[config.mk]
export PLATFORM = sky130hd
export DESIGN_NAME = aximm_mem_server_flat
export DESIGN_NICKNAME = d
export VERILOG_FILES = /design/src/rtl/aximm_if.sv /design/src/rtl/aximm_mem_server.sv /design/src/flat_wrapper.sv
export SDC_FILE = /design/constraint.sdc
export NUM_CORES = 2
export LEC_CHECK = 0
export BUFFER_PORTS_ARGS = -buffer_cell sky130_fd_sc_hd__buf_2
export CORE_AREA = 2 2 599 601
export DETAILED_ROUTE_END_ITERATION = 6
export DIE_AREA = 0 0 601 603
export GPL_TIMING_DRIVEN = 0
export PLACE_DENSITY = 0.47
export SYNTH_ARGS = -nofsm -noshare
export SYNTH_HDL_FRONTEND = slang
export SYNTH_SLANG_ARGS = --single-unit
[constraint.sdc]
create_clock -name clk -period 11.49 [get_ports clk]
set_clock_uncertainty 0.05 [all_clocks]
set_input_delay 3.447 -clock clk [delete_from_list [all_inputs] [get_ports clk]]
set_output_delay 3.447 -clock clk [all_outputs]
set_load 0.05 [all_outputs]
[src/rtl/aximm_if.sv]
// AXI-MM bus bundle between an initiator (master) and a subordinate (slave).
// Carries the five AW/W/B/AR/R channels with parameterisable field widths.
interface aximm_if #(
  parameter int AXI4_IDW       = 8,
  parameter int AXI4_ADDRW     = 64,
  parameter int AXI4_LENW      = 8,
  parameter int AXI4_SIZEW     = 3,
  parameter int AXI4_BURSTW    = 2,
  parameter int AXI4_USERW     = 64,
  parameter int AXI4_MAX_DATAW = 512,
  parameter int AXI4_RESPW     = 2
);
  logic                      awvalid;
  logic                      awready;
  logic [AXI4_IDW-1:0]       awid;
  logic [AXI4_ADDRW-1:0]     awaddr;
  logic [AXI4_LENW-1:0]      awlen;
  logic [AXI4_SIZEW-1:0]     awsize;
  logic [AXI4_BURSTW-1:0]    awburst;
  logic [AXI4_USERW-1:0]     awuser;

  logic                      wvalid;
  logic                      wready;
  logic [AXI4_IDW-1:0]       wid;
  logic [AXI4_MAX_DATAW-1:0] wdata;
  logic                      wlast;
  logic [AXI4_USERW-1:0]     wuser;

  logic                      bvalid;
  logic                      bready;
  logic [AXI4_IDW-1:0]       bid;
  logic [AXI4_RESPW-1:0]     bresp;
  logic [AXI4_USERW-1:0]     buser;

  logic                      arvalid;
  logic                      arready;
  logic [AXI4_IDW-1:0]       arid;
  logic [AXI4_ADDRW-1:0]     araddr;
  logic [AXI4_LENW-1:0]      arlen;
  logic [AXI4_SIZEW-1:0]     arsize;
  logic [AXI4_BURSTW-1:0]    arburst;
  logic [AXI4_USERW-1:0]     aruser;

  logic                      rvalid;
  logic                      rready;
  logic [AXI4_IDW-1:0]       rid;
  logic [AXI4_MAX_DATAW-1:0] rdata;
  logic [AXI4_RESPW-1:0]     rresp;
  logic                      rlast;
  logic [AXI4_USERW-1:0]     ruser;

  modport master (
    output awvalid, awid, awaddr, awlen, awsize, awburst, awuser,
    input  awready,
    output wvalid, wid, wdata, wlast, wuser,
    input  wready,
    input  bvalid, bid, bresp, buser,
    output bready,
    output arvalid, arid, araddr, arlen, arsize, arburst, aruser,
    input  arready,
    input  rvalid, rid, rdata, rresp, rlast, ruser,
    output rready
  );

  modport slave (
    input  awvalid, awid, awaddr, awlen, awsize, awburst, awuser,
    output awready,
    input  wvalid, wid, wdata, wlast, wuser,
    output wready,
    output bvalid, bid, bresp, buser,
    input  bready,
    input  arvalid, arid, araddr, arlen, arsize, arburst, aruser,
    output arready,
    output rvalid, rid, rdata, rresp, rlast, ruser,
    input  rready
  );
endinterface

[src/rtl/aximm_mem_server.sv]
// AXI-MM subordinate backed by a small register-file word memory.
// Independent write (AW/W/B) and read (AR/R) engines, one outstanding burst each.
module aximm_mem_server #(
  parameter int DEPTH          = 16,
  parameter int DATAW          = 64,
  parameter int AXI4_IDW       = 8,
  parameter int AXI4_ADDRW     = 64,
  parameter int AXI4_LENW      = 8,
  parameter int AXI4_SIZEW     = 3,
  parameter int AXI4_BURSTW    = 2,
  parameter int AXI4_USERW     = 64,
  parameter int AXI4_MAX_DATAW = 512,
  parameter int AXI4_RESPW     = 2
) (
  input  logic  clk,
  input  logic  rst_n,
  aximm_if.slave aximm_server
);
  localparam int MEMW = (DEPTH > 1) ? $clog2(DEPTH) : 1;
  // The top four address bits carry the NoC node ID; the rest is the word index.
  localparam int IDXW = AXI4_ADDRW - 4;

  localparam logic [AXI4_RESPW-1:0]  RESP_OKAY   = AXI4_RESPW'(0);
  localparam logic [AXI4_RESPW-1:0]  RESP_SLVERR = AXI4_RESPW'(2);
  localparam logic [AXI4_BURSTW-1:0] BURST_FIXED = AXI4_BURSTW'(0);

  typedef enum logic [1:0] {W_IDLE, W_DATA, W_RESP} wstate_t;
  typedef enum logic       {R_IDLE, R_DATA}         rstate_t;

  logic [DATAW-1:0] mem [DEPTH];

  function automatic logic [IDXW-1:0] addr_idx(input logic [AXI4_ADDRW-1:0] a);
    return a[IDXW-1:0];
  endfunction

  function automatic logic idx_oob(input logic [IDXW-1:0] i);
    return i >= IDXW'(DEPTH);
  endfunction

  // WRAP and any non-FIXED burst walk upward like INCR.
  function automatic logic [IDXW-1:0] idx_next(input logic [IDXW-1:0] i,
                                               input logic [AXI4_BURSTW-1:0] b);
    return (b == BURST_FIXED) ? i : i + 1'b1;
  endfunction

  function automatic logic [AXI4_MAX_DATAW-1:0] mem_word(input logic [IDXW-1:0] i);
    if (idx_oob(i)) return '0;
    return AXI4_MAX_DATAW'(mem[i[MEMW-1:0]]);
  endfunction

  function automatic logic [AXI4_RESPW-1:0] idx_resp(input logic [IDXW-1:0] i);
    return idx_oob(i) ? RESP_SLVERR : RESP_OKAY;
  endfunction

  wstate_t                 w_state;
  logic [AXI4_IDW-1:0]     w_id;
  logic [IDXW-1:0]         w_idx;
  logic [AXI4_LENW-1:0]    w_len;
  logic [AXI4_LENW-1:0]    w_cnt;
  logic [AXI4_BURSTW-1:0]  w_burst;
  logic [AXI4_USERW-1:0]   w_user;
  logic                    w_err;
  logic                    w_last_beat;
  logic                    w_beat_err;

  rstate_t                 r_state;
  logic [IDXW-1:0]         r_idx;
  logic [IDXW-1:0]         r_idx_nxt;
  logic [AXI4_LENW-1:0]    r_len;
  logic [AXI4_LENW-1:0]    r_cnt;
  logic [AXI4_LENW-1:0]    r_cnt_nxt;
  logic [AXI4_BURSTW-1:0]  r_burst;
  logic [IDXW-1:0]         ar_idx;

  assign w_last_beat = (w_cnt == w_len);
  // wlast is only cross-checked; the burst always ends on the beat count.
  assign w_beat_err  = idx_oob(w_idx) || (aximm_server.wlast != w_last_beat);
  assign r_idx_nxt   = idx_next(r_idx, r_burst);
  assign r_cnt_nxt   = r_cnt + 1'b1;
  assign ar_idx      = addr_idx(aximm_server.araddr);

  logic unused_sigs;
  assign unused_sigs = ^{aximm_server.awaddr[AXI4_ADDRW-1:IDXW],
                         aximm_server.araddr[AXI4_ADDRW-1:IDXW],
                         aximm_server.awsize, aximm_server.arsize,
                         aximm_server.wid, aximm_server.wuser,
                         aximm_server.wdata};

  // Write engine: owns the memory array and the AW/W/B outputs.
  always_ff @(posedge clk) begin
    if (!rst_n) begin
      w_state              <= W_IDLE;
      w_cnt                <= '0;
      w_err                <= 1'b0;
      aximm_server.awready <= 1'b0;
      aximm_server.wready  <= 1'b0;
      aximm_server.bvalid  <= 1'b0;
      aximm_server.bid     <= '0;
      aximm_server.bresp   <= '0;
      aximm_server.buser   <= '0;
      for (int i = 0; i < DEPTH; i++) mem[i] <= '0;
    end else begin
      unique case (w_state)
        W_IDLE: begin
          aximm_server.awready <= 1'b1;
          if (aximm_server.awvalid && aximm_server.awready) begin
            w_id                 <= aximm_server.awid;
            w_idx                <= addr_idx(aximm_server.awaddr);
            w_len                <= aximm_server.awlen;
            w_burst              <= aximm_server.awburst;
            w_user               <= aximm_server.awuser;
            w_cnt                <= '0;
            w_err                <= 1'b0;
            aximm_server.awready <= 1'b0;
            aximm_server.wready  <= 1'b1;
            w_state              <= W_DATA;
          end
        end
        W_DATA: begin
          if (aximm_server.wvalid && aximm_server.wready) begin
            if (!idx_oob(w_idx)) mem[w_idx[MEMW-1:0]] <= aximm_server.wdata[DATAW-1:0];
            if (w_last_beat) begin
              aximm_server.wready <= 1'b0;
              aximm_server.bvalid <= 1'b1;
              aximm_server.bid    <= w_id;
              aximm_server.buser  <= w_user;
              aximm_server.bresp  <= (w_err || w_beat_err) ? RESP_SLVERR : RESP_OKAY;
              w_state             <= W_RESP;
            end else begin
              w_cnt <= w_cnt + 1'b1;
              w_idx <= idx_next(w_idx, w_burst);
              w_err <= w_err | w_beat_err;
            end
          end
        end
        W_RESP: begin
          if (aximm_server.bvalid && aximm_server.bready) begin
            aximm_server.bvalid  <= 1'b0;
            aximm_server.awready <= 1'b1;
            w_state              <= W_IDLE;
          end
        end
        default: w_state <= W_IDLE;
      endcase
    end
  end

  // Read engine: memory is sampled before same-edge writes land (read-first).
  always_ff @(posedge clk) begin
    if (!rst_n) begin
      r_state              <= R_IDLE;
      r_cnt                <= '0;
      aximm_server.arready <= 1'b0;
      aximm_server.rvalid  <= 1'b0;
      aximm_server.rid     <= '0;
      aximm_server.rdata   <= '0;
      aximm_server.rresp   <= '0;
      aximm_server.rlast   <= 1'b0;
      aximm_server.ruser   <= '0;
    end else begin
      unique case (r_state)
        R_IDLE: begin
          aximm_server.arready <= 1'b1;
          if (aximm_server.arvalid && aximm_server.arready) begin
            r_idx                <= ar_idx;
            r_len                <= aximm_server.arlen;
            r_burst              <= aximm_server.arburst;
            r_cnt                <= '0;
            aximm_server.arready <= 1'b0;
            aximm_server.rvalid  <= 1'b1;
            aximm_server.rid     <= aximm_server.arid;
            aximm_server.ruser   <= aximm_server.aruser;
            aximm_server.rdata   <= mem_word(ar_idx);
            aximm_server.rresp   <= idx_resp(ar_idx);
            aximm_server.rlast   <= (aximm_server.arlen == '0);
            r_state              <= R_DATA;
          end
        end
        R_DATA: begin
          if (aximm_server.rvalid && aximm_server.rready) begin
            if (aximm_server.rlast) begin
              aximm_server.rvalid  <= 1'b0;
              aximm_server.rlast   <= 1'b0;
              aximm_server.arready <= 1'b1;
              r_state              <= R_IDLE;
            end else begin
              r_idx              <= r_idx_nxt;
              r_cnt              <= r_cnt_nxt;
              aximm_server.rdata <= mem_word(r_idx_nxt);
              aximm_server.rresp <= idx_resp(r_idx_nxt);
              aximm_server.rlast <= (r_cnt_nxt == r_len);
            end
          end
        end
        default: r_state <= R_IDLE;
      endcase
    end
  end
endmodule

[src/flat_wrapper.sv]
// flat-port wrapper written by rule: the top's interface ports become plain ports
module aximm_mem_server_flat 
#(
  parameter int DEPTH          = 16,
  parameter int DATAW          = 64,
  parameter int AXI4_IDW       = 8,
  parameter int AXI4_ADDRW     = 64,
  parameter int AXI4_LENW      = 8,
  parameter int AXI4_SIZEW     = 3,
  parameter int AXI4_BURSTW    = 2,
  parameter int AXI4_USERW     = 64,
  parameter int AXI4_MAX_DATAW = 512,
  parameter int AXI4_RESPW     = 2
)
  (clk, rst_n, aximm_server_awvalid, aximm_server_awid, aximm_server_awaddr, aximm_server_awlen, aximm_server_awsize, aximm_server_awburst, aximm_server_awuser, aximm_server_awready, aximm_server_wvalid, aximm_server_wid, aximm_server_wdata, aximm_server_wlast, aximm_server_wuser, aximm_server_wready, aximm_server_bvalid, aximm_server_bid, aximm_server_bresp, aximm_server_buser, aximm_server_bready, aximm_server_arvalid, aximm_server_arid, aximm_server_araddr, aximm_server_arlen, aximm_server_arsize, aximm_server_arburst, aximm_server_aruser, aximm_server_arready, aximm_server_rvalid, aximm_server_rid, aximm_server_rdata, aximm_server_rresp, aximm_server_rlast, aximm_server_ruser, aximm_server_rready);
  aximm_if #(.AXI4_IDW(AXI4_IDW), .AXI4_ADDRW(AXI4_ADDRW), .AXI4_LENW(AXI4_LENW), .AXI4_SIZEW(AXI4_SIZEW), .AXI4_BURSTW(AXI4_BURSTW), .AXI4_USERW(AXI4_USERW), .AXI4_MAX_DATAW(AXI4_MAX_DATAW), .AXI4_RESPW(AXI4_RESPW)) aximm_server_i ();
  input  logic clk;
  input  logic rst_n;
  input wire logic [$bits(aximm_server_i.awvalid)-1:0] aximm_server_awvalid;
  input wire logic [$bits(aximm_server_i.awid)-1:0] aximm_server_awid;
  input wire logic [$bits(aximm_server_i.awaddr)-1:0] aximm_server_awaddr;
  input wire logic [$bits(aximm_server_i.awlen)-1:0] aximm_server_awlen;
  input wire logic [$bits(aximm_server_i.awsize)-1:0] aximm_server_awsize;
  input wire logic [$bits(aximm_server_i.awburst)-1:0] aximm_server_awburst;
  input wire logic [$bits(aximm_server_i.awuser)-1:0] aximm_server_awuser;
  output wire logic [$bits(aximm_server_i.awready)-1:0] aximm_server_awready;
  input wire logic [$bits(aximm_server_i.wvalid)-1:0] aximm_server_wvalid;
  input wire logic [$bits(aximm_server_i.wid)-1:0] aximm_server_wid;
  input wire logic [$bits(aximm_server_i.wdata)-1:0] aximm_server_wdata;
  input wire logic [$bits(aximm_server_i.wlast)-1:0] aximm_server_wlast;
  input wire logic [$bits(aximm_server_i.wuser)-1:0] aximm_server_wuser;
  output wire logic [$bits(aximm_server_i.wready)-1:0] aximm_server_wready;
  output wire logic [$bits(aximm_server_i.bvalid)-1:0] aximm_server_bvalid;
  output wire logic [$bits(aximm_server_i.bid)-1:0] aximm_server_bid;
  output wire logic [$bits(aximm_server_i.bresp)-1:0] aximm_server_bresp;
  output wire logic [$bits(aximm_server_i.buser)-1:0] aximm_server_buser;
  input wire logic [$bits(aximm_server_i.bready)-1:0] aximm_server_bready;
  input wire logic [$bits(aximm_server_i.arvalid)-1:0] aximm_server_arvalid;
  input wire logic [$bits(aximm_server_i.arid)-1:0] aximm_server_arid;
  input wire logic [$bits(aximm_server_i.araddr)-1:0] aximm_server_araddr;
  input wire logic [$bits(aximm_server_i.arlen)-1:0] aximm_server_arlen;
  input wire logic [$bits(aximm_server_i.arsize)-1:0] aximm_server_arsize;
  input wire logic [$bits(aximm_server_i.arburst)-1:0] aximm_server_arburst;
  input wire logic [$bits(aximm_server_i.aruser)-1:0] aximm_server_aruser;
  output wire logic [$bits(aximm_server_i.arready)-1:0] aximm_server_arready;
  output wire logic [$bits(aximm_server_i.rvalid)-1:0] aximm_server_rvalid;
  output wire logic [$bits(aximm_server_i.rid)-1:0] aximm_server_rid;
  output wire logic [$bits(aximm_server_i.rdata)-1:0] aximm_server_rdata;
  output wire logic [$bits(aximm_server_i.rresp)-1:0] aximm_server_rresp;
  output wire logic [$bits(aximm_server_i.rlast)-1:0] aximm_server_rlast;
  output wire logic [$bits(aximm_server_i.ruser)-1:0] aximm_server_ruser;
  input wire logic [$bits(aximm_server_i.rready)-1:0] aximm_server_rready;
  assign aximm_server_i.awvalid = aximm_server_awvalid;
  assign aximm_server_i.awid = aximm_server_awid;
  assign aximm_server_i.awaddr = aximm_server_awaddr;
  assign aximm_server_i.awlen = aximm_server_awlen;
  assign aximm_server_i.awsize = aximm_server_awsize;
  assign aximm_server_i.awburst = aximm_server_awburst;
  assign aximm_server_i.awuser = aximm_server_awuser;
  assign aximm_server_awready = aximm_server_i.awready;
  assign aximm_server_i.wvalid = aximm_server_wvalid;
  assign aximm_server_i.wid = aximm_server_wid;
  assign aximm_server_i.wdata = aximm_server_wdata;
  assign aximm_server_i.wlast = aximm_server_wlast;
  assign aximm_server_i.wuser = aximm_server_wuser;
  assign aximm_server_wready = aximm_server_i.wready;
  assign aximm_server_bvalid = aximm_server_i.bvalid;
  assign aximm_server_bid = aximm_server_i.bid;
  assign aximm_server_bresp = aximm_server_i.bresp;
  assign aximm_server_buser = aximm_server_i.buser;
  assign aximm_server_i.bready = aximm_server_bready;
  assign aximm_server_i.arvalid = aximm_server_arvalid;
  assign aximm_server_i.arid = aximm_server_arid;
  assign aximm_server_i.araddr = aximm_server_araddr;
  assign aximm_server_i.arlen = aximm_server_arlen;
  assign aximm_server_i.arsize = aximm_server_arsize;
  assign aximm_server_i.arburst = aximm_server_arburst;
  assign aximm_server_i.aruser = aximm_server_aruser;
  assign aximm_server_arready = aximm_server_i.arready;
  assign aximm_server_rvalid = aximm_server_i.rvalid;
  assign aximm_server_rid = aximm_server_i.rid;
  assign aximm_server_rdata = aximm_server_i.rdata;
  assign aximm_server_rresp = aximm_server_i.rresp;
  assign aximm_server_rlast = aximm_server_i.rlast;
  assign aximm_server_ruser = aximm_server_i.ruser;
  assign aximm_server_i.rready = aximm_server_rready;
  aximm_mem_server #(.DEPTH(DEPTH), .DATAW(DATAW), .AXI4_IDW(AXI4_IDW), .AXI4_ADDRW(AXI4_ADDRW), .AXI4_LENW(AXI4_LENW), .AXI4_SIZEW(AXI4_SIZEW), .AXI4_BURSTW(AXI4_BURSTW), .AXI4_USERW(AXI4_USERW), .AXI4_MAX_DATAW(AXI4_MAX_DATAW), .AXI4_RESPW(AXI4_RESPW)) u_core (.clk(clk), .rst_n(rst_n), .aximm_server(aximm_server_i));
endmodule
# --- Yosys cells after proc, flatten, opt, wreduce, memory -nomap -nowiden ---
# Memories as Yosys holds them, arrays and structs flattened.
# Cells that the tools add are included.
totals:
  regBits: 898
  latchBits: 0
  ramBits: 1024
  romBits: 0
  inputBits: 890
  n_memories: 1
classes:
  add_sub_neg: 4
  n_mul: 0
  div_mod_pow: 0
  magnitude_cmp: 3
  n_eq_ne: 15
  shift: 0
  muxes: 87
  bitwise_logic: 2
  reduce_logical: 30
mem_list:
  columns: ["name", "depth", "width", "rd", "rd_clocked_by_memory_dff", "write_ports", "line", "source"]
  rows:
  - ["u_core.mem", 16, 64, 2, 0, 16, "aximm_mem_server.sv:30", "logic [DATAW-1:0] mem [DEPTH];"]
ops:
  columns: ["operator", "n"]
  rows:
  - ["2-to-1 mux 512 bit", 7]
  - ["one-hot mux 512 bit (2 select lines)", 1]
  - ["2-to-1 mux 60 bit", 8]
  - ["one-hot mux 60 bit (2 select lines)", 2]
  - ["greater-or-equal comparator 60 x 5 -> 1 bit, second input constant", 3]
  - ["adder 60 x 1 -> 60 bit, second input constant", 2]
  - ["2-to-1 mux 64 bit", 1]
  - ["OR reduction 64 bit", 1]
  - ["2-to-1 mux 8 bit", 6]
  - ["2-to-1 mux 1 bit", 39]
  - ["one-hot mux 8 bit (2 select lines)", 2]
  - ["2-to-1 mux 2 bit", 10]
  - ["AND reduction 4 bit", 5]
  - ["adder 8 x 1 -> 8 bit, second input constant", 2]
  - ["equality test 8 bit", 2]
  - ["one-hot mux 1 bit (2 select lines)", 8]
  - ["AND reduction 3 bit", 5]
  - ["inequality test 2 x 1 -> 1 bit, second input constant", 6]
  - ["logical NOT 8 bit", 1]
  - ["inequality test 2 bit, second input constant", 4]
  - ["AND reduction 2 bit", 4]
  - ["logical NOT 2 bit", 3]
  - ["one-hot mux 2 bit (3 select lines)", 1]
  - ["AND reduction 6 bit", 1]
  - ["10 further kinds", 17]

# --- Longest topological paths before layout ---
depth:
  ltp_word: 12
  depth_mapped: 13
  ltp_nobuf: 10

# --- Worst setup path after synthesis ---
# No wires, ideal clock.
synth_path:
  kind: "input-to-reg"
  startpoint: "in aximm_server_wvalid"
  endpoint: "mem u_core.mem[7][0], enable pin"
  arrival_ps: 8648
  t_required_ps: 10865
  setup_slack_ps: 2217
  cell_stages: 5
  n_path_buf: 0
  path_cell_list: "nand2_1 > nor2_1 > and3_1 > nand2_1 > o21ai_0"
synth_rtl:
  columns: ["item", "line", "source"]
  rows:
  - ["from (decl)", "flat_wrapper.sv:27", "input wire logic [$bits(aximm_server_i.wvalid)-1:0] aximm_server_wvalid;"]
  - ["to (decl)", "aximm_mem_server.sv:30", null]

==> summary.txt <==
Setup path
  – Worst setup EP type: flip-flop
  – Top delay family on crit path: buffers and inverters
  – CP startpoint kind: input pin
  – CP Cell Sequence: buf_2 > clkbuf_1 > clkbuf_2 > clkbuf_1 > o21ai_4 > buf_12 > buf_16 > buf_16
  – Slowest CP cell: clkbuf_1
  – CP required: 12.09 ns
  – CP Buf/Inv Count: 7
  – Worst path max stage delay: 0.95 ns
  – Worst R2R Setup Slack: 5.65 ns
  – Arr. time, crit path: 7.86 ns
  – Crit Path Category: input pin to flip-flop
  – CP Max Fanout: 14

Synth
  – Top cells by area, synth: edfxtp_1 47%, mux4_2 9.2%, and2_1 8.3%
  – Post-synth cell types: 67
  – Sequential share of the synthesized area: 53.2%
  – Mapped Cells: 6741
  – Yosys warns: 0
  – Post-Syn Area: 78600 um^2
  – Mean post-synth cell area: 11.7 um^2
  – Top cell type's share of synthesized area: 47.2%
  – Most frequent cell after synthesis: edfxtp_1
  – Synth area leader: edfxtp_1
  – Yosys reg bits: 1472
  – Number of synthesized flops with an enable pin: 1236
  – Main flop type after synthesis: edfxtp_1
  – Post-synth ARST share: 0%
  – Commonest cells post-synth: 1236 x edfxtp_1, 1039 x and2_1, 912 x nand2_1, 453 x clkbuf_1, 450 x buf_4

STA
  – Max-slew violation count: 11
  – RSZ-0062 raised after global routing: no
  – Worst rel slew slack: -8.34%
  – Final Hold Vio Count: 0
  – Final min period: 7.25 ns
  – Setup ws final: 4.24 ns
  – Fmax: 138 MHz
  – Setup violators final: 0
  – Worst-margin pin slew: 1.63 ns
  – Fin crit share: 63.1%

Worst hold path
  – Min-Delay Path Class: flip-flop to flip-flop

Die
  – Rows: 219
  – Die width: 601 um
  – Initial Util: 22.1%
  – Height of the die: 603 um
  – IO Count: 1556
  – Core area: 355000 um^2
  – Die ar.: 362000 um^2

Global routing
  – Vias in the first global route: 58924
  – Overall Global Routing Usage: 19.3%
  – First-pass GRT wire length: 490 mm
  – Gr ovfl total: 0
  – Initial antenna violation count: 144
  – Largest net degree at the start of global routing: 61

Drt
  – Total routed wirelength: 364 mm
  – First-pass DRT Iterations: 7
  – DRC viols: 1
  – Avg WL per Cell: 28.1 um
  – Via density: 4.66
  – Via count of the routed design: 60374
  – Antenna-violating nets left: 0
  – Drt initial violations: 6061

Outcome
  – Failing checks: DRC, capacitance limit, slew limit
  – Outcome: finished with violations

Run
  – Max cap viols: 1

Cells and area
  – Final cell count without fillers: 12958
  – Post-layout util: 27.3%
  – Fraction of layout instances using a drive strength above 1: 22.0%
  – Area growth syn-to-layout: 23.3%
  – Nets@finish: 8902

Power
  – Leak: 0.0365 uW
  – P_int: 10100 uW
  – Clock power frac: 41.8%
  – Switching share of total power: 29.4%
  – NetSw: 4220 uW
  – Maximum vdd ir drop: 0.000129 V
  – Flop pwr share: 43.0%
  – Cell Pwr Density: 148 nW/um^2
  – Logic gate share of total power: 15.2%

CTS
  – Resized cells post-CTS: 0
  – Max Root-Sink Buffers: 4
  – Post-CTS Repair Setup Buffers: 0
  – Root buffer cell: clkbuf_16
  – TritonCTS Buffers: 184
  – CTS tree: done
  – CTS Sinks: 1472
  – Hold_buf cts: 0
  – CTS clk-pin slew, worst paths: 0.06 ns
  – Clk_lat worst skew: 0.95 ns
  – # H-tree levels: 4

Placement
  – Number of instances in the placed design: 12570
  – RePlAce Congestion: 0.908
  – HPWL after DPL: 276 mm
  – Setup Slack @ Placement: 2.82 ns
  – IO buf count: 567
-- per-layer routing --
metal	wire length (um)	vias up	global-route usage, %
li1	-	26216	-
met1	140000	30449	22.9
met3	30500	692	4.68
met4	18200	72	9.01
met2	175000	2945	32.8
met5	485	-	0
-- worst reg2reg max path, stage by stage, from the launching register on --
cell and delay [ns]:
edfxtp_1 0.49, nor4_1 0.45, nand4_1 0.20, nor4_1 0.86
and3_1 0.37, nand2_1 0.49, nor3_1 0.39, clkbuf_1 1.03
nand2b_4 0.73, buf_16 0.34
-- power groups by stage --
stage          logic (uW)  registers [uW]  clock network [uW]
6_report             2180            6180                6010
2_1_floorplan        1260            6380                   0
3_5_place_dp         2170            6290                   0
5_1_grt              2280            6210                6290
3_3_place_gp         2100            6340                   0
4_1_cts              2180            6180                6100
-- stage by stage --
step	area (um^2)	power (uW)	setup TNS, ns	hold WS, ns
finish	97000	14400	0	0.412
CTS	96900	14500	0	0.416
global placement	89100	8440	-4142.38	0.401
floorplan	80300	7640	0	0.417
detailed placement	90800	8460	0	0.407
global route	96900	14800	0	0.434
-- cells by family after synthesis --
kind of cell    count (synthesis)  share of synthesized area, %
buf+inv                      1007                          7.02
simple gates                 2584                          17.0
fa+ha+maj                       7                         0.111
compound gates                875                          7.64
mux                           648                          13.3
xor+xnor                      147                          1.64
other cells                     1                       0.00477
flops                        1472                          53.2
-- path summary, 6_finish.rpt --
| check | startpoint | to | cells past startpoint |
|---|---|---|---|
| setup / recovery | rst_n | u_core.mem[13][46] | 8 |
| hold / removal | u_core.aximm_server.bid[4] | u_core.aximm_server.bid[4] | 2 |
| setup reg to reg | u_core.w_idx[34] | u_core.mem[1][15] | 9 |
| hold reg to reg | u_core.aximm_server.bid[4] | u_core.aximm_server.bid[4] | 2 |
-- cell usage in the layout, fill, tap and decap left out, types with 12 or more instances in the layout --
cell type  instances
clkbuf_1         470
bufinv_16         12
a31oi_1           27
mux2i_1          324
xor2_1            81
buf_2            573
buf_4            450
and3_1           162
clkbuf_8          21
nor3_1            27
nand3_1          129
a211o_1           52
o22ai_1           64
nand2_1          911
a21oi_1          233
clkbuf_16        189
a311oi_1          26
edfxtp_1        1236
nor4_1            49
clkinv_2          29
clkinv_1          29
clkbuf_2          15
conb_1           450
and2_1          1038
o221ai_1         117
nor2_1           140
diode_2           50
o21ai_0          125
dfxtp_1          236
buf_16            21
nand4_1           49
buf_1             63
o21ai_4           12
inv_1             26
a21boi_0         150
mux4_2           320
o22ai_2           40
xnor2_1           63
buf_12            32
-- sequential cells by signal (all words and copies together), names as in the netlist, 8 cells and up --
| name | count |
|---|---|
| u_core.mem | 1024 |
| u_core.aximm_server.buser | 64 |
| u_core.aximm_server.rdata | 64 |
| u_core.aximm_server.ruser | 64 |
| u_core.w_user | 64 |
| u_core.r_idx | 60 |
| u_core.w_idx | 60 |
| u_core.aximm_server.bid | 8 |
| u_core.aximm_server.rid | 8 |
| u_core.r_cnt | 8 |
| u_core.r_len | 8 |
| u_core.w_cnt | 8 |
| u_core.w_id | 8 |
| u_core.w_len | 8 |
-- area by class of cell --
class | instances | area, um^2
Antenna cell | 50 | 125
Buffer | 980 | 5440
Clock buffer | 240 | 5130
Clock inverter | 98 | 978
Fill cell | 37134 | 258000
Inverter | 27 | 104
Multi-Input combinational cell | 4711 | 33300
Sequential cell | 1472 | 41800
Tap cell | 4751 | 5940
Timing Repair Buffer | 629 | 4190
(Power assumes the default switching activity.)
